### src/rtl/dm_port_arbiter.sv
// dm_port_arbiter
//   Shares one single-port word data memory between two requesters:
//   m0 (pipeline MEM stage) and m1 (loader/debug port). At most one access
//   is issued per cycle, and the two requesters take turns (round-robin) when
//   they collide. The block can also run a clear sweep that writes zero to
//   every word of the memory, one word per cycle.
//
// Parameters
//   AW        word-index width; the memory holds DEPTH = 2**AW words
//   W         data width
//
// Ports
//   clk                 clock, rising edge
//   clr_n               asynchronous reset, active low
//   mX_req              access request, held by the requester until mX_gnt
//   mX_we               1 = write, 0 = read
//   mX_addr             byte address (passed to the memory unmodified)
//   mX_wd               write data
//   mX_gnt              access issued this cycle (combinational)
//   mX_rvalid           read data valid, one cycle after a granted read
//   mX_rdata            read data, held until the next read by that master
//   clr_req             start a clear sweep (level sampled in ARB)
//   clr_busy            clear sweep in progress
//   dm_we/dm_addr/dm_wd memory write enable / byte address / write data
//   dm_rd               memory read data (combinational from dm_addr)
module dm_port_arbiter #(
  parameter int unsigned AW = 10,
  parameter int unsigned W  = 32
) (
  input  logic          clk,
  input  logic          clr_n,
  input  logic          m0_req,
  input  logic          m0_we,
  input  logic [31:0]   m0_addr,
  input  logic [W-1:0]  m0_wd,
  output logic          m0_gnt,
  output logic          m0_rvalid,
  output logic [W-1:0]  m0_rdata,
  input  logic          m1_req,
  input  logic          m1_we,
  input  logic [31:0]   m1_addr,
  input  logic [W-1:0]  m1_wd,
  output logic          m1_gnt,
  output logic          m1_rvalid,
  output logic [W-1:0]  m1_rdata,
  input  logic          clr_req,
  output logic          clr_busy,
  output logic          dm_we,
  output logic [31:0]   dm_addr,
  output logic [W-1:0]  dm_wd,
  input  logic [W-1:0]  dm_rd
);

  typedef enum logic {
    ST_ARB   = 1'b0,
    ST_CLEAR = 1'b1
  } state_t;

  localparam logic [AW-1:0] CNT_LAST = '1;

  state_t          state_q, state_d;
  logic            rr_ptr_q, rr_ptr_d;   // 0: m0 preferred on conflict, 1: m1
  logic [AW-1:0]   cnt_q, cnt_d;         // clear-sweep word index
  logic            arb_open;
  logic [31:0]     clr_addr;

  // ---------------------------------------------------------------------------
  // State register
  // ---------------------------------------------------------------------------
  always_ff @(posedge clk or negedge clr_n) begin
    if (!clr_n) begin
      state_q  <= ST_ARB;
      rr_ptr_q <= 1'b0;
      cnt_q    <= '0;
    end else begin
      state_q  <= state_d;
      rr_ptr_q <= rr_ptr_d;
      cnt_q    <= cnt_d;
    end
  end

  // ---------------------------------------------------------------------------
  // Next-state logic
  // ---------------------------------------------------------------------------
  always_comb begin
    state_d  = state_q;
    rr_ptr_d = rr_ptr_q;
    cnt_d    = cnt_q;
    unique case (state_q)
      ST_ARB: begin
        if (clr_req) begin
          state_d = ST_CLEAR;
        end else if (m0_gnt) begin
          rr_ptr_d = 1'b1;
        end else if (m1_gnt) begin
          rr_ptr_d = 1'b0;
        end
      end
      ST_CLEAR: begin
        if (cnt_q == CNT_LAST) begin
          cnt_d   = '0;
          state_d = ST_ARB;
        end else begin
          cnt_d = cnt_q + 1'b1;
        end
      end
      default: state_d = ST_ARB;
    endcase
  end

  // ---------------------------------------------------------------------------
  // Outputs: grants and memory-port mux
  // ---------------------------------------------------------------------------
  // Grants are qualified with clr_n so the memory port goes quiet the moment
  // reset asserts, even though the request inputs may still be high.
  assign arb_open = clr_n && (state_q == ST_ARB) && !clr_req;

  always_comb begin
    clr_addr           = '0;
    clr_addr[AW+1:2]   = cnt_q;

    m0_gnt   = arb_open && m0_req && (!m1_req || !rr_ptr_q);
    m1_gnt   = arb_open && m1_req && (!m0_req ||  rr_ptr_q);
    clr_busy = (state_q == ST_CLEAR);

    dm_we   = 1'b0;
    dm_addr = '0;
    dm_wd   = '0;
    if (clr_busy) begin
      dm_we   = 1'b1;
      dm_addr = clr_addr;
    end else if (m0_gnt) begin
      dm_we   = m0_we;
      dm_addr = m0_addr;
      dm_wd   = m0_wd;
    end else if (m1_gnt) begin
      dm_we   = m1_we;
      dm_addr = m1_addr;
      dm_wd   = m1_wd;
    end
  end

  // ---------------------------------------------------------------------------
  // Read return path: one-cycle latency, data held until the next read
  // ---------------------------------------------------------------------------
  always_ff @(posedge clk or negedge clr_n) begin
    if (!clr_n) begin
      m0_rvalid <= 1'b0;
      m0_rdata  <= '0;
      m1_rvalid <= 1'b0;
      m1_rdata  <= '0;
    end else begin
      m0_rvalid <= m0_gnt && !m0_we;
      m1_rvalid <= m1_gnt && !m1_we;
      if (m0_gnt && !m0_we) m0_rdata <= dm_rd;
      if (m1_gnt && !m1_we) m1_rdata <= dm_rd;
    end
  end

endmodule

### config.mk
export PLATFORM = sky130hd
export DESIGN_NAME = dm_port_arbiter
export DESIGN_NICKNAME = d
export VERILOG_FILES = /design/src/rtl/dm_port_arbiter.sv
export SDC_FILE = /design/constraint.sdc
export NUM_CORES = 1
export LEC_CHECK = 0
export BUFFER_PORTS_ARGS = -buffer_cell sky130_fd_sc_hd__buf_2
export CAP_MARGIN = 20
export CORE_ASPECT_RATIO = 0.5
export CORE_UTILIZATION = 30
export DETAILED_ROUTE_END_ITERATION = 7
export PLACE_DENSITY_LB_ADDON = 0.05
export SLEW_MARGIN = 10
export SYNTH_ARGS = -nofsm -noshare
export SYNTH_HDL_FRONTEND = slang
export SYNTH_SLANG_ARGS = --single-unit
### constraint.sdc
create_clock -name clk -period 4.76 [get_ports clk]
set_clock_uncertainty 0.1 [all_clocks]
set_input_delay 0.714 -clock clk [delete_from_list [all_inputs] [get_ports clk]]
set_output_delay 0.714 -clock clk [all_outputs]
set_load 0.02 [all_outputs]
Yosys cells after proc, flatten, opt, wreduce, memory -nomap -nowiden. Index checks and enable logic that the tools add are counted.

Eq/ne operators: 1. Mux-type cells: 15. Reduce and logical (&&, ||, !) cells: 18. Bitwise operators: 2. Add/subtract/negate cells: 1.

Operator list (count): 2-to-1 mux 32 bit (6); adder 10 x 1 -> 10 bit (second input constant) (1); == test 10 bit (second input constant) (1); 2-to-1 mux 10 bit (1); logical AND 1 bit (8); 2-to-1 mux 1 bit (7); zero test 1 bit (6); AND reduction 3 bit (1); logical OR 1 bit (2); NOT 1 bit (2); case mux 1 bit (2 select lines) (1); nonzero test 2 bit (1).

Register bits: 78. Output and inout port bits: 134. Input bits: 167. Word-level logic and storage cells: 44.

Longest topological paths before layout. Gate-level depths: netlist of the first run.

Word-level depth: 8. Mapped depth: 7.

Least setup slack after synthesis of the first run. Ideal clock, no wire load.

Path type: input -> output. Start point: input clr_req. End point: output dm_wd[12]. Arrival time: 1792 ps. Path slack: 2154 ps. Cell stages on the path: 6. Data required time: 3946 ps. Cells stage by stage: nand4bb_1 -> buf_2 -> nor2_2 -> buf_4 -> buf_2 -> a22o_1.

Cells in the longest elaborated chain, start to end: 7.

RTL lines: start, declared (line 46) `input logic clr_req,`; zero test 1 bit (*) (line 116) `assign arb_open = clr_n && (state_q == ST_ARB) && !clr_req;`; logical AND 1 bit (*) (line 116); logical AND 1 bit (2 in a row) (line 123) `m1_gnt = arb_open && m1_req && (!m0_req || rr_ptr_q);`; 2-to-1 mux 32 bit (line 136) `end else if (m1_gnt) begin`; 2-to-1 mux 32 bit (*) (line 132) `end else if (m0_gnt) begin`; 2-to-1 mux 32 bit (*) (line 129) `if (clr_busy) begin`; end, declared (line 50) `output logic [W-1:0] dm_wd,`.

Every way passes the cells marked *; elsewhere a longest branch is shown, timed or not.

Worst setup path after layout of the first run.
Start point: register state_q (netlist: clr_busy). End point: output dm_wd[24].

Cells in the longest elaborated chain, start to end: 8.

RTL lines: start, declared (line 61) `state_t state_q, state_d;`; start signal, assigned (line 76) `state_q <= state_d;`; NOT 1 bit; logical AND 1 bit (2 in a row) (line 116); logical AND 1 bit (2 in a row) (line 123); 2-to-1 mux 32 bit (line 136); 2-to-1 mux 32 bit (line 132); 2-to-1 mux 32 bit (*) (line 129).

Marks and branches as above.

==> results of run 1 <==
==> synthesized netlist by cell type (2+ instances only) <==
library cell and n:
dfrtp_1 78, mux2_2 61, a22o_1 55, a221o_1 11, buf_2 11, nor3b_1 9, buf_6 6, clkbuf_1 6
inv_1 6, nand2_1 6, nand4_1 6, mux2_1 4, o21ai_0 4, buf_4 3, nor3_1 3, and2_1 2
and4_1 2, nand3_1 2, nor4_1 2, xnor2_1 2, xor2_1 2
==> registers in the layout (all words and copies together) (netlist names) <==
| signal | flops |
|---|---|
| clr_busy | 1 |
| m1_rdata | 32 |
| cnt_q | 10 |
| m0_rdata | 32 |
| rr_ptr_q | 1 |
| m1_rvalid | 1 |
| m0_rvalid | 1 |
==> critical path: stages, from the launching register on <==
cell and delay (ps):
dfrtp_1 660, nand4bb_1 300, buf_4 190, nor2_4 550, buf_4 340, a22o_1 200
buf_2 190
==> cells by family (layout without fill, tap and decap cells) <==
kind of cell / Yosys count / in the layout
buf+inv: 32 / 332
fa+ha+maj: 1 / 1
other cells: 0 / 1
xor+xnor: 4 / 4
flops: 78 / 78
simple gates: 39 / 39
compound gates: 75 / 75
mux: 66 / 66
==> power by group <==
| group | switching, mW | internal (mW) |
|---|---|---|
| logic | 0.0563 | 0.0615 |
| registers | 0.00347 | 0.670 |
| clock network | 0.275 | 0.370 |
| total | 0.334 | 1.10 |
==> area by class of cell <==
type	instances	area, µm²
Clock buffer	10	239
Fill cell	1203	6370
Multi-Input combinational cell	185	1700
Tap cell	165	206
Timing Repair Buffer	310	1580
Inverter	6	22.5
Clock inverter	6	46.3
Sequential cell	78	1950
Antenna cell	1	2.50
==> worst paths after layout <==
path | startpoint | end | cells past startpoint
setup / recovery | clr_busy | dm_wd[24] | 6
hold / removal | clr_n | rr_ptr_q | 1
setup reg to reg | clr_busy | m0_rdata[24] | 4
hold reg to reg | m1_rdata[12] | m1_rdata[12] | 1
max in group asynchronous | clr_n | m1_rdata[13] | 3
min in group clk | m1_rdata[12] | m1_rdata[12] | 1
==> per-layer routing <==
metal / wire length [µm] / vias to the layer above / global-route usage
li1: - / 1730 / -
met2: 6710 / 141 / 0.319
met1: 6810 / 1812 / 0.286
met4: 51 / 0 / 0.0387
met5: 0 / - / 0
met3: 859 / 6 / 0.0500
==> results by group, run 1 <==
Timing
  – Transition at the pin with the smallest max-transition slack: 762 ps
  – Count of final hold-check violations: 0
  – Final number of max-transition violations: 0
  – Max Clock Freq: 0.280 GHz
  – Total negative slack for setup checks: 0 ps
  – Fin crit period: 3580 ps
  – Fraction of the cycle the final worst path needs: 0.751
  – Final setup viols: 0
  – Max_slew headroom: 0.492
  – RSZ-0062 raised after global routing: false
  – Hold slack: 90.1 ps
  – Worst path setup slack after routing: 1180 ps

Clocking
  – Hold_buf cts: 0
  – Clock tree from TritonCTS: yes
  – Number of gates resized after CTS: 0
  – Total clock buffers created by CTS: 9
  – Setup repair bufs after CTS: 0
  – Count of H-tree levels built during CTS: 3
  – Clk_lat worst skew: around 320 ps
  – Buffer depth of the longest clock path: 2
  – Sink count of the clock tree: 78
  – Clock root cell: clkbuf_16
  – CTS clk-pin slew, worst paths: approximately 60 ps

Route
  – Detailed-route via count: 3689
  – Initial detailed-routing violation count: 203
  – Number of vias per cell: 4.85
  – Total Wirelength: between 10000 and 15000 µm
  – Antenna-violating nets left: 0
  – Detailed-router iteration count before antenna repair: 4
  – Wire per inst: 19.0 µm
  – Residual DRC count: 0

Critical path
  – WP data arrival: 2760 ps
  – Kind of end point of the critical path: primary output
  – Critical path required time: approximately 4000 ps
  – WS Path Type: flop to primary output
  – Nature of the critical path startpoint: flop
  – Worst R2R Setup Slack: 2390 ps
  – Largest fanout on the critical path: 30

Die
  – Ports placed on the boundary: approximately 300
  – Die boundary height: 82.0 µm
  – Standard-cell row count: 28
  – DIE WIDTH: 162 µm
  – Initial core utilization: 0.317
  – Core footprint: about 12000 µm²
  – Area enclosed by the die boundary: 13300 µm²

Layout
  – Leading cell types in the layout, fill and taps excluded: buf_2 (299), dfrtp_1 (78), mux2_2 (61), a22o_1 (55)
  – Core Util, Final: 0.474
  – Post-layout net count: 758
  – Finished Layout Cells: 761
  – Area growth from synthesis to layout: 49.8%
  – Final Cell Area: around 5700 µm²
  – Most frequent standard cell in the layout excluding fill and tap cells: buf_2
  – Fraction of layout cells with a size suffix above 1: 0.655

Logic synthesis
  – Mapped Nets: 463
  – Multiplexer area fraction after synthesis: 0.193
  – Post-synthesis xor/xnor area fraction: 0.00913
  – Library cells used by synthesis: 35
  – Synthesized area per cell: 13.0 µm²
  – Flip-flop and latch count after synthesis: 78
  – Share of flip-flops with an asynchronous set or reset: 1.00
  – Yosys warnings: 0
  – Proportion of netlist area held by the largest area contributor: 0.509
  – Synthesized-area fraction occupied by and/or/nand/nor cells: 0.0665
  – Compound-Gate Fraction of Synth Area: 0.170
  – Dominant combinational cell family by area after synthesis: multiplexers
  – Largest cells by area after synthesis: dfrtp_1 (51%), mux2_2 (18%), a22o_1 (13%), a221o_1 (2.9%), nor3b_1 (1.8%)
  – Synth Area in Adders: 0.00326
  – Number of synthesized flops with an enable pin: 0
  – Gate count of the mapped netlist: approximately 300
  – Sequential element share of the synthesized area: 0.509
  – Cell type with the largest total area after synthesis: dfrtp_1
  – Post-synthesis instance area: 3840 µm²
  – Predominant post-synthesis flop cell: dfrtp_1

Global route
  – Initial antenna violation count: 0
  – Vias in the first global route: 3488
  – Grt total ovfl: 0
  – Total Routing Usage GR: 0.204
  – Pin count of the biggest net entering global routing: 44
  – First-pass GRT wire length: 19900 µm

Power and ir drop
  – Leakage power summed over all cells: ~3.4 nW
  – Final total power: 1.44 mW
  – Pwr Density: around 250 nW/µm²
  – VDD IR max: about 0.00018 V

Place
  – Final HPWL DP: between 10000 and 15000 µm
  – Number of cells after detailed placement: around 740
  – RD Place Congestion: 0.927
  – Placement-stage worst setup slack: 1460 ps
  – Count of buffers from port buffering: 300
  – Cell Area, Placed: 5460 µm²

Run
  – Max-cap violations: 0

Hold path
  – Type of the tightest min-delay check: primary input to asynchronous set/reset pin

Status
  – Status: complete, no violations
(Power assumes the default switching activity.)
==> inputs of run 2 (changes only) <==
==> constraint.sdc (replaced) <==
create_clock -name clk -period 3 [get_ports clk]
set_clock_uncertainty 0.1 [all_clocks]
set_input_delay 0.45 -clock clk [delete_from_list [all_inputs] [get_ports clk]]
set_output_delay 0.45 -clock clk [all_outputs]
set_load 0.02 [all_outputs]
==> run 2 against run 1 <==
  * Via count down 1.7%
  * Worst hold slack improved by 120 ps
  * First-iteration DRC count down 9.4%
  * Power up 67%
  * Wire length decreased by 0.60%
  * Final area is 0.83% higher
  * Register-to-register slack got worse by 1400 ps
  * Clock-buffer cell count down 1
  * Utilization rose by 0.39 points
  * Combinational power rose by 59%
  * Global-route usage about the same
  * Critical path depth down 1
==> results by group, run 2 (synthesis results as in run 1) <==
Status
  – Status: complete, no violations (unchanged)

Power and ir drop
  – Switching Fraction: 0.237 (was 0.233)
  – Pwr Density: 413 nW/µm² (was 250 nW/µm²)
  – Clock Power Share: 0.475 (was 0.449)
  – Final total power: 2.39 mW (was 1.44 mW)
  – Power dissipated by switching net loads: 0.567 mW (was 0.334 mW)
  – Leakage power summed over all cells: 3.38 nW (was 3.36 nW)
  – VDD IR max: 0.000313 V (was 0.000178 V)
  – Sequential share of power: 0.446 (was 0.469)
  – Share of power burned in combinational logic: 0.078 (was 0.082)
  – Power Internal: 1.83 mW (was 1.10 mW)

Global route
  – Total Routing Usage GR: 0.204 (about the same)
  – Vias in the first global route: 3451 (was 3488)
  – Initial antenna violation count: 0 (unchanged)
  – Pin count of the biggest net entering global routing: 67 (was 44)
  – First-pass GRT wire length: 20000 µm (was 19900 µm)
  – Grt total ovfl: 0 (unchanged)

Route
  – Total Wirelength: 14300 µm (was 14400 µm)
  – Detailed-route via count: 3626 (was 3689)
  – Wire per inst: 18.8 µm (was 19.0 µm)
  – Detailed-router iteration count before antenna repair: 4 (unchanged)
  – Antenna-violating nets left: 0 (unchanged)
  – Residual DRC count: 0 (unchanged)
  – Number of vias per cell: 4.76 (was 4.85)
  – Initial detailed-routing violation count: 184 (was 203)

Timing
  – Max Clock Freq: 0.386 GHz
  – Transition at the pin with the smallest max-transition slack: 798 ps (was 762 ps)
  – Fraction of the cycle the final worst path needs: 0.864
  – Fin crit period: between 2000 and 3000 ps
  – Count of final hold-check violations: 0 (unchanged)
  – Final setup viols: 0 (unchanged)
  – Max_slew headroom: 0.468 (was 0.492)
  – Final number of max-transition violations: 0 (unchanged)
  – Total negative slack for setup checks: 0 ps (unchanged)
  – RSZ-0062 raised after global routing: false (unchanged)

Critical path
  – Nature of the critical path startpoint: flop (unchanged)
  – WS Path Type: flop to primary output (unchanged)
  – Critical path required time: 2450 ps (was 3950 ps)
  – WP data arrival: 2040 ps (was 2760 ps)
  – Kind of end point of the critical path: primary output (unchanged)
  – Largest fanout on the critical path: 66 (was 30)

Layout
  – Largest registers: m0_rdata x32, m1_rdata x32, cnt_q x10 (unchanged)
  – Count of antenna diodes in the layout: 0 (was 1)
  – Fraction of layout cells with a size suffix above 1: 0.654 (was 0.655)
  – Leading cell types in the layout, fill and taps excluded: buf_2 (299), dfrtp_1 (78), mux2_2 (61), a22o_1 (55), a221o_1 (11) (was buf_2 (299), dfrtp_1 (78), mux2_2 (61), a22o_1 (55))
  – Area growth from synthesis to layout: 51.1% (was 49.8%)
  – Final Cell Area: 5800 µm² (was 5750 µm²)
  – Post-layout net count: 759 (was 758)
  – Most frequent standard cell in the layout excluding fill and tap cells: buf_2 (unchanged)
  – Core Util, Final: 0.478 (was 0.474)

Die
  – Die boundary height: 82.0 µm (unchanged)
  – Ports placed on the boundary: 301 (unchanged)
  – DIE WIDTH: 162 µm (unchanged)
  – Area enclosed by the die boundary: 13300 µm² (unchanged)
  – Initial core utilization: 0.317 (unchanged)
  – Standard-cell row count: 28 (unchanged)
  – Core footprint: 12100 µm² (unchanged)

Clocking
  – Total clock buffers created by CTS: 9 (unchanged)
  – Clock root cell: clkbuf_16 (unchanged)
  – CTS clk-pin slew, worst paths: 60 ps (about the same)
  – Clk_lat worst skew: 330 ps (was 320 ps)
  – Buffer depth of the longest clock path: 2 (unchanged)
  – Clock tree from TritonCTS: yes (unchanged)
  – Count of H-tree levels built during CTS: 3 (unchanged)
  – Setup repair bufs after CTS: 0 (unchanged)
  – Sink count of the clock tree: 78 (unchanged)

Place
  – Count of buffers from port buffering: 300 (unchanged)
  – Cell Area, Placed: 5470 µm² (was 5460 µm²)
  – RD Place Congestion: 0.917 (was 0.927)
  – Final HPWL DP: 11200 µm (was 11500 µm)

Hold path
  – Type of the tightest min-delay check: primary input to asynchronous set/reset pin (unchanged)

Run
  – Max-cap violations: 0 (unchanged)
==> run 2: changes by cell type in the layout (fill, tap and decap cells not counted), sizes merged <==
cell,delta
diode,-1
dlygate4sd3,+1
clkinv,-2
bufinv,+1
inv,+4
clkbuf,-1
clkinvlp,-2
==> run 2: through the flow <==
step                hold slack [ps]  setup WS, ps  instances
floorplan                      54.4           766        295
global placement                237           439        744
detailed placement              242           440        744
CTS                             232           435        761
global route                    237           330        761
finish                          214           407        761
==> run 2: final timing paths <==
check / endpoint / cells past startpoint / slack [ps] / start
setup / recovery: dm_wd[24] / 5 / 410 / clr_busy
hold / removal: m1_rdata[0] / 2 / 210 / clr_n
setup reg to reg: m1_rdata[18] / 5 / 960 / clr_busy
hold reg to reg: m1_rdata[12] / 1 / 380 / m1_rdata[12]
max in group asynchronous: cnt_q[4] / 2 / 1670 / clr_n
min in group clk: m1_rdata[12] / 2 / 250 / dm_rd[12]
==> run 2: area by class of cell <==
class / count / area [µm²]
clock inverter: 7 / 87.6
tap: 165 / 206
clock buffer: 9 / 225
fill: 1166 / 6320
inverter: 6 / 22.5
multi-input combinational: 185 / 1700
timing repair buffer: 311 / 1600
sequential: 78 / 1950
==> run 2: power by group through the flow <==
stage | sequential (mW) | combinational (mW) | clock [mW]
4_1_cts | 1.07 | 0.190 | 1.18
2_1_floorplan | 1.10 | 0.0171 | 0
3_5_place_dp | 1.09 | 0.188 | 0
3_3_place_gp | 1.09 | 0.188 | 0
6_report | 1.07 | 0.188 | 1.14
5_1_grt | 1.07 | 0.206 | 1.22
==> run 2: worst max-delay path, stage by stage (launching register included) <==
cell and delay [ps]:
dfrtp_1 390, nor3b_1 290, and3_2 260, buf_12 260, a22o_1 260, buf_2 190
==> run 2: per-layer routing <==
layer | GRT usage | wire length [µm] | vias to the layer above
met4 | 0.0557 | 124 | 0
met5 | 0 | 0 | -
met3 | 0.0404 | 746 | 10
met2 | 0.315 | 6600 | 128
met1 | 0.290 | 6870 | 1761
li1 | - | - | 1727
==> run 2: timing repair <==
action / 4_1_cts / 5_1_grt
gates resized for setup: 0 / 0
hold endpoints to repair: 16 / 0
endpoints found under the setup margin: 0 / 0
hold buffers: 1 / 0
==> inputs of run 3 (changes only) <==
--- a/config.mk
+++ b/config.mk
@@ -5,10 +5,13 @@
 export SDC_FILE = /design/constraint.sdc
 export NUM_CORES = 1
 export LEC_CHECK = 0
+export ABC_AREA = 1
 export BUFFER_PORTS_ARGS = -buffer_cell sky130_fd_sc_hd__buf_2
 export CAP_MARGIN = 20
+export CELL_PAD_IN_SITES_DETAIL_PLACEMENT = 0
+export CELL_PAD_IN_SITES_GLOBAL_PLACEMENT = 1
 export CORE_ASPECT_RATIO = 0.5
-export CORE_UTILIZATION = 30
+export CORE_UTILIZATION = 24
 export DETAILED_ROUTE_END_ITERATION = 7
 export PLACE_DENSITY_LB_ADDON = 0.05
 export SLEW_MARGIN = 10
==> run 3 against run 2 <==
  * Clock-buffer cell count up 1
  * Synthesized area rose by 3.9%
  * Register-to-register slack improved by 420 ps
  * Utilization decreased by 10 points
  * Setup slack better by 200 ps
  * Largest power group unchanged
==> results by group, run 3 <==
Status
  – Status: complete, no violations (unchanged)

Critical path
  – Top cell family by delay on the critical path: buffers and inverters (was simple AND/OR/NAND/NOR gates)
  – Buffers and inverters on the worst path: 3 (was 2)
  – Critical path required time: 2450 ps (about the same)
  – Worst path cell trace: inv_4 -> nand2_2 -> nor2_4 -> and2_2 -> buf_12 -> nand2_1 -> nand3_1 -> buf_2 (was nor3b_1 -> and3_2 -> buf_12 -> a22o_1 -> buf_2)
  – Largest fanout on the critical path: 67 (was 66)
  – Kind of end point of the critical path: primary output (unchanged)
  – Critical Path Slowest Stage Cell: dfrtp_1 (unchanged)
  – WP data arrival: 1840 ps (was 2040 ps)
  – Nature of the critical path startpoint: flop (unchanged)
  – Slowest cell delay on critical path: 410 ps (was 390 ps)
  – WS Path Type: flop to primary output (unchanged)

Die
  – Standard-cell row count: 32 (was 28)
  – Die boundary height: 93.2 µm (was 82.0 µm)
  – Ports placed on the boundary: 301 (unchanged)
  – Initial core utilization: 0.252 (was 0.317)
  – Area enclosed by the die boundary: 17200 µm² (was 13300 µm²)
  – Core footprint: 15800 µm² (was 12100 µm²)
  – DIE WIDTH: 184 µm (was 162 µm)

Logic synthesis
  – Gate count of the mapped netlist: 543 (was 295)
  – Share of flip-flops with an asynchronous set or reset: 1.00 (unchanged)
  – Synthesized area per cell: 7.35 µm² (was 13.0 µm²)
  – Flip-flop and latch count after synthesis: 78 (unchanged)
  – Largest cells by area after synthesis: dfrtp_1 (49%), nand2_1 (26%), o21ai_0 (6.3%), inv_1 (4.0%), buf_6 (3.1%) (was dfrtp_1 (51%), mux2_2 (18%), a22o_1 (13%), a221o_1 (2.9%), nor3b_1 (1.8%))
  – Proportion of netlist area held by the largest area contributor: 0.489 (was 0.509)
  – Number of synthesized flops with an enable pin: 0 (unchanged)
  – Yosys warnings: 0 (unchanged)
  – Sequential element share of the synthesized area: 0.489 (was 0.509)
  – Library cells used by synthesis: 24 (was 35)
  – Cell type with the largest total area after synthesis: dfrtp_1 (unchanged)
  – Mapped Nets: 711 (was 463)
  – Predominant post-synthesis flop cell: dfrtp_1 (unchanged)
  – Most instantiated library cell after synthesis: nand2_1 (was dfrtp_1)
  – Post-synthesis instance area: 3990 µm² (was 3840 µm²)
  – Most frequent cells after synthesis: nand2_1 (276), dfrtp_1 (78), o21ai_0 (50) (was dfrtp_1 (78), mux2_2 (61), a22o_1 (55))

Global route
  – Initial antenna violation count: 2 (was 0)
  – Vias in the first global route: 4040 (was 3451)
  – Total Routing Usage GR: 0.164 (was 0.204)
  – Grt total ovfl: 0 (unchanged)
  – Pin count of the biggest net entering global routing: 68 (was 67)
  – First-pass GRT wire length: 21600 µm (was 20000 µm)

Timing
  – Transition at the pin with the smallest max-transition slack: 603 ps (was 798 ps)
  – Total negative slack for setup checks: 0 ps (unchanged)
  – Count of final hold-check violations: 0 (unchanged)
  – Max Clock Freq: 0.418 GHz (was 0.386 GHz)
  – Fin crit period: 2390 ps (was 2590 ps)
  – Max_slew headroom: 0.598 (was 0.468)
  – Fraction of the cycle the final worst path needs: 0.798 (was 0.864)
  – RSZ-0062 raised after global routing: false (unchanged)
  – Final number of max-transition violations: 0 (unchanged)
  – Worst path setup slack after routing: 605 ps (was 407 ps)
  – Final setup viols: 0 (unchanged)

Clocking
  – Clock tree from TritonCTS: yes (unchanged)
  – Clock root cell: clkbuf_16 (unchanged)
  – Setup repair bufs after CTS: 0 (unchanged)
  – Buffer depth of the longest clock path: 2 (unchanged)
  – Number of gates resized after CTS: 0 (unchanged)
  – Total clock buffers created by CTS: 9 (unchanged)
  – Sink count of the clock tree: 78 (unchanged)
  – CTS clk-pin slew, worst paths: 70 ps (was 60 ps)
  – Hold_buf cts: 0 (was 1)
  – Count of H-tree levels built during CTS: 3 (unchanged)
  – Clk_lat worst skew: 330 ps (about the same)

Power and ir drop
  – Pwr Density: 381 nW/µm² (was 413 nW/µm²)
  – Final total power: 2.26 mW (was 2.39 mW)
  – VDD IR max: 0.000242 V (was 0.000313 V)
  – Leakage power summed over all cells: 3.65 nW (was 3.38 nW)

Route
  – Residual DRC count: 0 (unchanged)
  – Number of vias per cell: 4.05 (was 4.76)
  – Detailed-router iteration count before antenna repair: 6 (was 4)
  – Detailed-route via count: 4276 (was 3626)
  – Initial detailed-routing violation count: 154 (was 184)
  – Antenna-violating nets left: 0 (unchanged)
  – Total Wirelength: 14300 µm (about the same)
  – Wire per inst: 13.5 µm (was 18.8 µm)

Layout
  – Area growth from synthesis to layout: 48.4% (was 51.1%)
  – Register area: 1950 µm² (unchanged)
  – Most frequent standard cell in the layout excluding fill and tap cells: buf_2 (unchanged)
  – Leading cell types in the layout, fill and taps excluded: buf_2 (299), nand2_1 (276), dfrtp_1 (78), o21ai_0 (50), inv_1 (42) (was buf_2 (299), dfrtp_1 (78), mux2_2 (61), a22o_1 (55), a221o_1 (11))
  – Post-layout net count: 997 (was 759)
  – Multi-input logic area: 1650 µm² (was 1700 µm²)
  – Largest registers: m0_rdata x32, m1_rdata x32, cnt_q x10 (unchanged)
  – Fraction of layout cells with a size suffix above 1: 0.393 (was 0.654)
  – Final Cell Area: 5920 µm² (was 5800 µm²)
  – Finished Layout Cells: 1057 (was 761)
  – Number of fill cells: 1793 (was 1166)

Place
  – Final HPWL DP: 10900 µm (was 11200 µm)
  – Placement-stage worst setup slack: 826 ps (was 440 ps)
  – Count of buffers from port buffering: 300 (unchanged)
  – RD Place Congestion: 0.751 (was 0.917)
  – Number of cells after detailed placement: 1039 (was 744)
  – Cell Area, Placed: 5620 µm² (was 5470 µm²)

Run
  – Max-cap violations: 0 (unchanged)

Hold path
  – Type of the tightest min-delay check: primary input to asynchronous set/reset pin (unchanged)
[run 3: cell types whose count changed after synthesis, moves of 6 or more]
| cell | before | now |
|---|---|---|
| nand2_1 | 6 | 276 |
| mux2_2 | 61 | 0 |
| a22o_1 | 55 | 0 |
| o21ai_0 | 4 | 50 |
| inv_1 | 6 | 42 |
| nand3_1 | 2 | 19 |
| o21ai_1 | 0 | 14 |
| a221o_1 | 11 | 0 |
| nor2_1 | 1 | 11 |
| nor3b_1 | 9 | 0 |
| buf_2 | 11 | 17 |
[run 3: metal layers]
| layer | global-route usage | wire length, µm | vias up |
|---|---|---|---|
| li1 | - | - | 2244 |
| met4 | 0.0542 | 195 | 0 |
| met2 | 0.277 | 6940 | 146 |
| met1 | 0.202 | 6190 | 1872 |
| met5 | 0 | 0 | - |
| met3 | 0.0479 | 969 | 14 |
[run 3: worst reg2reg max path, cell delays in order, from the launching register on]
cell	delay, ps
dfrtp_1	410
ha_1	190
nand2_1	100
nor2_1	170
nand3_1	130
nor2_1	300
nor2_1	90
[run 3: layout make-up]
| type | instances | share of cell area |
|---|---|---|
| Antenna cell | 2 | 0.000846 |
| Clock inverter | 6 | 0.00888 |
| Inverter | 43 | 0.0277 |
| Sequential cell | 78 | 0.330 |
| Clock buffer | 10 | 0.0404 |
| Tap cell | 221 | 0.0467 |
| Timing Repair Buffer | 307 | 0.267 |
| Multi-Input combinational cell | 390 | 0.278 |
[run 3: worst paths after layout]
path / slack, ps / startpoint / to / depth (start not counted)
min in group clk: 260 / dm_rd[15] / m0_rdata[15] / 3
max in group asynchronous: 1740 / clr_n / m0_rdata[9] / 3
min reg2reg: 380 / m0_rdata[29] / m0_rdata[29] / 2
max: 610 / clr_busy / dm_addr[5] / 8
max reg2reg: 1380 / cnt_q[1] / cnt_q[7] / 6
min: 110 / clr_n / m0_rdata[13] / 2
[run 3: cell families after synthesis]
| family | after synthesis | synth area share |
|---|---|---|
| AO/OA/AOI/OAI | 69 | 0.0891 |
| XOR/XNOR | 5 | 0.0110 |
| adder cells (fa/ha/maj) | 1 | 0.00314 |
| buffers and inverters | 75 | 0.0982 |
| flip-flops | 78 | 0.489 |
| AND/OR/NAND/NOR | 315 | 0.309 |
[run 3: stage by stage]
stage | util | hold slack (ps)
6_report | 0.374 | 106
2_1_floorplan | - | 54.4
3_3_place_gp | 0.355 | 362
5_1_grt | 0.374 | 126
4_1_cts | 0.374 | 122
3_5_place_dp | 0.355 | 368
[run 3: power breakdown]
| group | switching (mW) | internal [mW] | total, mW | leakage [nW] |
|---|---|---|---|---|
| Combinational | 0.0628 | 0.0805 | 0.143 | 2.45 |
| Sequential | 0 | 1.05 | 1.05 | 1.07 |
| Clock | 0.467 | 0.596 | 1.06 | 0.138 |
| Total | 0.530 | 1.73 | 2.26 | 3.65 |
